$ cat src/rtl/alu_arbiter.sv
// alu_arbiter: round-robin front end sharing one external combinational ALU between two requesters.
// Each transaction walks IDLE -> EXEC -> RESP; responses are held until the owner takes them.
module alu_arbiter #(
    parameter logic RR_INIT = 1'b0
) (
    input  logic       clk,
    input  logic       rst_n,
    input  logic       req0_valid,
    output logic       req0_ready,
    input  logic [3:0] req0_op,
    input  logic [7:0] req0_a,
    input  logic [7:0] req0_b,
    output logic       rsp0_valid,
    input  logic       rsp0_ready,
    output logic [7:0] rsp0_r,
    output logic [2:0] rsp0_flags,
    output logic       rsp0_err,
    input  logic       req1_valid,
    output logic       req1_ready,
    input  logic [3:0] req1_op,
    input  logic [7:0] req1_a,
    input  logic [7:0] req1_b,
    output logic       rsp1_valid,
    input  logic       rsp1_ready,
    output logic [7:0] rsp1_r,
    output logic [2:0] rsp1_flags,
    output logic       rsp1_err,
    output logic [3:0] alu_op,
    output logic [7:0] alu_a,
    output logic [7:0] alu_b,
    input  logic [7:0] alu_r,
    input  logic [2:0] alu_flags,
    output logic       busy
);
    typedef enum logic [1:0] {IDLE, EXEC, RESP} state_t;

    state_t     state_q;
    logic       prio_q, gnt_q, ill_q;
    logic [3:0] alu_op_q;
    logic [7:0] alu_a_q, alu_b_q;
    logic [7:0] r_q [2];
    logic [2:0] flags_q [2];
    logic [1:0] err_q;
    logic       gnt1, hs, in_ill;
    logic [3:0] in_op;
    logic [7:0] in_a, in_b;

    // Ready is masked by rst_n so no grant is visible while reset is asserted.
    assign gnt1       = req1_valid && (!req0_valid || prio_q);
    assign req0_ready = rst_n && state_q == IDLE && req0_valid && !gnt1;
    assign req1_ready = rst_n && state_q == IDLE && gnt1;
    assign hs         = req0_ready || req1_ready;
    assign in_op      = gnt1 ? req1_op : req0_op;
    assign in_a       = gnt1 ? req1_a : req0_a;
    assign in_b       = gnt1 ? req1_b : req0_b;
    assign in_ill     = in_op == 4'h0 || in_op == 4'he;

    assign busy       = state_q != IDLE;
    assign rsp0_valid = state_q == RESP && !gnt_q;
    assign rsp1_valid = state_q == RESP && gnt_q;
    assign rsp0_r     = r_q[0];
    assign rsp1_r     = r_q[1];
    assign rsp0_flags = flags_q[0];
    assign rsp1_flags = flags_q[1];
    assign rsp0_err   = err_q[0];
    assign rsp1_err   = err_q[1];
    assign alu_op     = alu_op_q;
    assign alu_a      = alu_a_q;
    assign alu_b      = alu_b_q;

    always_ff @(posedge clk or negedge rst_n) begin
        if (!rst_n) begin
            state_q    <= IDLE;
            prio_q     <= RR_INIT;
            gnt_q      <= 1'b0;
            ill_q      <= 1'b0;
            alu_op_q   <= 4'h0;
            alu_a_q    <= 8'h00;
            alu_b_q    <= 8'h00;
            r_q[0]     <= 8'h00;
            r_q[1]     <= 8'h00;
            flags_q[0] <= 3'b000;
            flags_q[1] <= 3'b000;
            err_q      <= 2'b00;
        end else begin
            case (state_q)
                IDLE: if (hs) begin
                    state_q <= EXEC;
                    gnt_q   <= gnt1;
                    prio_q  <= !gnt1;
                    ill_q   <= in_ill;
                    // Illegal ops leave the ALU bus untouched.
                    if (!in_ill) begin
                        alu_op_q <= in_op;
                        alu_a_q  <= in_a;
                        alu_b_q  <= in_b;
                    end
                end
                EXEC: begin
                    state_q         <= RESP;
                    r_q[gnt_q]      <= ill_q ? 8'h00 : alu_r;
                    flags_q[gnt_q]  <= ill_q ? 3'b010 : alu_flags;
                    err_q[gnt_q]    <= ill_q;
                end
                RESP: if (gnt_q ? rsp1_ready : rsp0_ready) state_q <= IDLE;
                default: state_q <= IDLE;
            endcase
        end
    end
endmodule

$ cat config.mk
export PLATFORM = sky130hd
export DESIGN_NAME = alu_arbiter
export DESIGN_NICKNAME = d
export VERILOG_FILES = /design/src/rtl/alu_arbiter.sv
export SDC_FILE = /design/constraint.sdc
export NUM_CORES = 1
export LEC_CHECK = 0
export ABC_AREA = 1
export CAP_MARGIN = 20
export CORE_MARGIN = 4
export CORE_UTILIZATION = 40
export DETAILED_ROUTE_END_ITERATION = 8
export PLACE_DENSITY = 0.77
export SLEW_MARGIN = 20
export SYNTH_ARGS = -nofsm -noshare
export SYNTH_HDL_FRONTEND = slang
export SYNTH_SLANG_ARGS = --single-unit
export TNS_END_PERCENT = 1
$ cat constraint.sdc
create_clock -name clk -period 2.8 [get_ports clk]
set_input_delay 0.7 -clock clk [delete_from_list [all_inputs] [get_ports clk]]
set_output_delay 0.7 -clock clk [all_outputs]
set_load 0.03 [all_outputs]
# ---- After elaboration in Yosys (flattened, before gate mapping)
# Index checks and enable logic that the tools add are counted.
dict set report word_totals {
  register_bits 49
  input_bits 57
  output_inout_bits 49
  word_cells 62
}
dict set report classes {
  n_lt_le_gt_ge 4
  eq_ne 5
  n_mux 18
  bitwise 2
  reduce_logical 21
}
# op n
set ops {}
lappend ops {{$mux W8} 4}
lappend ops {{$bwmux W16} 1}
lappend ops {{$logic_and A1 B1 Y1} 9}
lappend ops {{$demux W8 S1} 1}
lappend ops {{$bwmux W6} 1}
lappend ops {{$mux W3} 2}
lappend ops {{$pmux W2 S3} 1}
lappend ops {{$eq A4 B4 Y1 const B} 1}
lappend ops {{$logic_not A4 Y1} 1}
lappend ops {{$mux W2} 2}
lappend ops {{$mux W4} 1}
lappend ops {{$reduce_and A2 Y1} 2}
lappend ops {{$demux W3 S1} 1}
lappend ops {{$logic_not A1 Y1} 3}
lappend ops {{$logic_or A1 B1 Y1} 3}
lappend ops {{$reduce_and A3 Y1} 1}
lappend ops {{$bwmux W2} 1}
lappend ops {{$eq A2 B1 Y1 const B} 1}
lappend ops {{$eq A2 B2 Y1 const B} 1}
lappend ops {{$ge A2 B2 Y1 const B} 1}
lappend ops {{$logic_not A2 Y1} 1}
lappend ops {{$lt A1 B2 Y1 const B} 1}
lappend ops {{$lt A2 B1 Y1 const B} 1}
lappend ops {{$mux W1} 2}
lappend ops {{other kinds (7)} 7}

# ---- Depth between registers and ports, before layout
# Gate-level depths: netlist of the first run.
dict set report logic_depth {
  word_depth 8
  mapped_depth 12
}

# ---- Worst setup path before layout of the first run
# OpenSTA, ideal clock, no wires.
dict set report synth_path {
  kind {input-to-output}
  startpoint {input req1_valid}
  endpoint {output req0_ready}
  arrival_time_ns 1.484
  path_slack_ns 0.616
  cell_stages 3
  path_cell_list {a21boi_4 -> buf_2 -> nor2_1}
}
dict set report synth_between {
  elab_chain_len 3
}
# element line
set synth_lines {}
lappend synth_lines {{from (decl)} 18} ;# input logic req1_valid,
lappend synth_lines {{$logic_and A1 B1 Y1} 49} ;# assign gnt1 = req1_valid && (!req0_valid || prio_q);
lappend synth_lines {{$logic_not A1 Y1} 50} ;# assign req0_ready = rst_n && state_q == IDLE && req0_valid && !gnt1;
lappend synth_lines {{$logic_and A1 B1 Y1} 50}
lappend synth_lines {{to (decl)} 9} ;# output logic req0_ready,
# Every way passes these cells.

# ---- Final worst setup path of the first run
dict set report layout_path {
  startpoint {input req0_valid}
  endpoint {output req1_ready}
}
dict set report layout_between {
  elab_chain_len 4
}
# element line
set layout_lines {}
lappend layout_lines {{from (decl)} 8} ;# input logic req0_valid,
lappend layout_lines {{$logic_not A1 Y1} 49}
lappend layout_lines {{$logic_or A1 B1 Y1} 49}
lappend layout_lines {{$logic_and A1 B1 Y1} 49}
lappend layout_lines {{$logic_and A1 B1 Y1} 51} ;# assign req1_ready = rst_n && state_q == IDLE && gnt1;
lappend layout_lines {{to (decl)} 19} ;# output logic req1_ready,
# Every way passes these cells.

==> summary.md, run 1 <==
| Metric | Value |
|---|---|
| Measured slew at the worst slew-check pin | `0.786 ns` |
| WL per Instance | `12.1 µm` |
| Filler cell count | `550` |
| First-pass GRT wire length | `10,400 µm` |
| WP data required | `2.10 ns` |
| Area delta synth->final | `50.3%` |
| Syn Inst Count | `330` |
| Total Wirelength | `6200 µm` |
| Max VDD drop | `491 µV` |
| Critical path's slowest cell | `clkdlybuf4s50_1` |
| Arrival @ worst endpoint | `1.76 ns` |
| Post-CTS Hold Buffers | `0` |
| Rel. slew slack | `0.474` |
| Pwr dens | `999 nW/µm²` |
| Commonest cells after routing, fill and taps aside | `nand2_1, clkdlybuf4s50_1, dfrtp_1, inv_1, nor2_1` |
| Iteration-0 DRC count of the detailed router | `68` |
| Core Area | `5920 µm²` |
| Yosys warns | `0` |
| Post-synth EDFFs | `0` |
| Top FF cell, synth | `dfrtp_1` |
| H-tree Lvls | `2` |
| CP max FO | `4` |
| Starting Density | `0.410` |
| Final ANT Viol Nets | `0` |
| Area of the multi-input gates | `1000 µm²` |
| Final slew viol count | `0` |
| Reg area | `1230 µm²` |
| Power, Total | `3.65 mW` |
| # clock sinks | `49` |
| Setup TNS Final | `0 ns` |
| RSZ-0062 raised after global routing | `no` |
| DRC viols | `0` |
| Avg Cell Area, Syn | `7.36 µm²` |
| Critical path endpoint category | `output pin` |
| Grt total ovfl | `0` |
| Largest net degree at the start of global routing | `50` |
| Gpl congestion | `0.840` |
| Final non-filler cell area | `3650 µm²` |
| Port bufs | `105` |
| #FFs+latches synth | `49` |
| Finish-stage setup viols | `0` |
| # Post-CTS Setup Buffers | `0` |
| Max_cap viols | `0` |
| Root Buffer | `clkbuf_8` |
| 1st-pass router iterations | `4` |
| TritonCTS clock tree | `done` |
| Post-layout minimum cycle time | `2.46 ns` |
| Outcome | `complete, no violations` |
| Via/cell ratio | `4.62` |
| Gr usage total | `0.173` |
| Max Freq | `0.406 GHz` |
| Initial antenna violation count | `0` |
| CTS buffer count | `5` |
| CP max stage delay | `0.50 ns` |
| Sequential area share after synthesis | `0.505` |
| Number of global-route vias before repair | `2,246` |
| N_diodes | `0` |
| Hold crit path type | `reg2reg` |
| Post-CTS sizing | `0` |
| Critical Setup Path Class | `in2out` |
| Most common cell after layout, fill and taps aside | `nand2_1` |
| Nets | `496` |
| Placed Area | `3560 µm²` |
| Hpwl dp | `4830 µm` |
| Syn nets | `387` |
| Top Ports | `106` |
| Worst skew pair latency | `0.29 ns` |
| Lkg Pwr | `1.91 nW` |
| Pre-CTS worst setup slack | `0.297 ns` |
| Final Skew | `0.00484 ns` |
| Die height | `85.9 µm` |
| Worst-path clk slew | `0.08 ns` |
| Fraction of final layout cells sized beyond drive strength 1 | `0.0752` |
| Die W | `85.9 µm` |
| CP Cell Sequence | `clkdlybuf4s50_1 > a21boi_4 > nand2_2 > inv_1 > buf_4` |
| Syn Std Cell Area | `2430 µm²` |
| FFs w/ async S/R, synth | `1.00` |
| Endpoints failing hold | `0` |
| Vias | `2,373` |
| CP startpoint kind | `primary input` |
| Row count | `28` |
| CTS Buffer Depth | `2` |
| Final worst path period share | `0.880` |
| Die footprint | `7390 µm²` |
| Yosys cell types | `19` |
| Worst setup margin | `0.337 ns` |
cell type report:
type,instances,share of cell area
well taps,75,0.0257
multi-input cells,237,0.274
repair buffers,118,0.312
flip-flops and latches,49,0.336
clock buffers,7,0.0236
inverters,28,0.0288
sequential cells by signal (all words and copies together) (netlist names):
name        flops
prio_q          1
rsp1_flags      3
alu_op          4
ill_q           1
rsp0_flags      3
gnt_q           1
alu_b           8
state_q         2
rsp0_r          8
rsp1_r          8
alu_a           8
err_q           2
logic make-up (layout without fill, tap and decap cells):
group / Yosys count / after routing / share of synthesized area
AOI/OAI and AO/OA: 5 / 5 / 0.0160
buffers and inverters: 44 / 153 / 0.0834
DFF: 49 / 49 / 0.505
and+or+nand+nor: 232 / 232 / 0.396
power by group:
| group | internal [mW] | leakage (nW) | switching (mW) |
|---|---|---|---|
| Sequential | 1.02 | 0.623 | 0.202 |
| Clock | 0.196 | 0.0443 | 0.211 |
| Combinational | 0.811 | 1.24 | 1.21 |
| Total | 2.03 | 1.91 | 1.62 |
Yosys cell counts (2+ instances only):
library cell	instances	area, µm²
buf_2	6	30.0
buf_4	2	15.0
buf_6	3	33.8
clkbuf_1	5	18.8
dfrtp_1	49	1230
inv_1	27	101
nand2_1	174	653
nand2_2	7	43.8
nand3_1	4	20.0
nand3b_1	2	15.0
nand4_1	20	125
nor2_1	22	82.6
o21ai_0	3	15.0
layer usage:
metal | up-vias | track usage | share of wire
met5 | - | 0 | 0
met4 | 0 | 0.0460 | 0.013
met3 | 10 | 0.0644 | 0.11
met2 | 97 | 0.263 | 0.44
met1 | 1045 | 0.231 | 0.44
li1 | 1221 | - | -
per-stage QoR:
step / hold WS (ns) / util / cells
after global routing: 0.499 / 0.617 / 514
final: 0.473 / 0.617 / 514
after CTS: 0.478 / 0.617 / 514
after global placement: 0.453 / 0.602 / 507
after floorplan: 0.404 / - / 330
after detailed placement: 0.458 / 0.602 / 507
path summary, 6_finish.rpt:
| path | start | end | slack (ns) | cells after the start |
|---|---|---|---|---|
| max reg2reg | state_q[1] | err_q[0] | 0.92 | 6 |
| max in group asynchronous | rst_n | rsp1_flags[2] | 1.85 | 2 |
| min in group asynchronous | rst_n | rsp0_r[2] | 0.54 | 2 |
| max | req0_valid | req1_ready | 0.34 | 5 |
| min | rsp0_r[7] | rsp0_r[7] | 0.47 | 2 |
| min reg2reg | rsp0_r[7] | rsp0_r[7] | 0.47 | 2 |
critical path, delay by kind of cell:
kind / cells / cell delay [ns]
buffers and inverters: 3 / 0.71
AO/OA/AOI/OAI: 1 / 0.24
AND/OR/NAND/NOR: 1 / 0.11
Note: power is estimated with default switching activity, not from simulation.
==> run 2: changes to the inputs <==
--- a/config.mk
+++ b/config.mk
@@ -11,7 +11,7 @@
 export CORE_UTILIZATION = 40
 export DETAILED_ROUTE_END_ITERATION = 8
 export PLACE_DENSITY = 0.77
-export SLEW_MARGIN = 20
+export SLEW_MARGIN = 15
 export SYNTH_ARGS = -nofsm -noshare
 export SYNTH_HDL_FRONTEND = slang
 export SYNTH_SLANG_ARGS = --single-unit
==> results of run 2 <==
The final DEF is identical to that of run 1; final timing and power are the same.
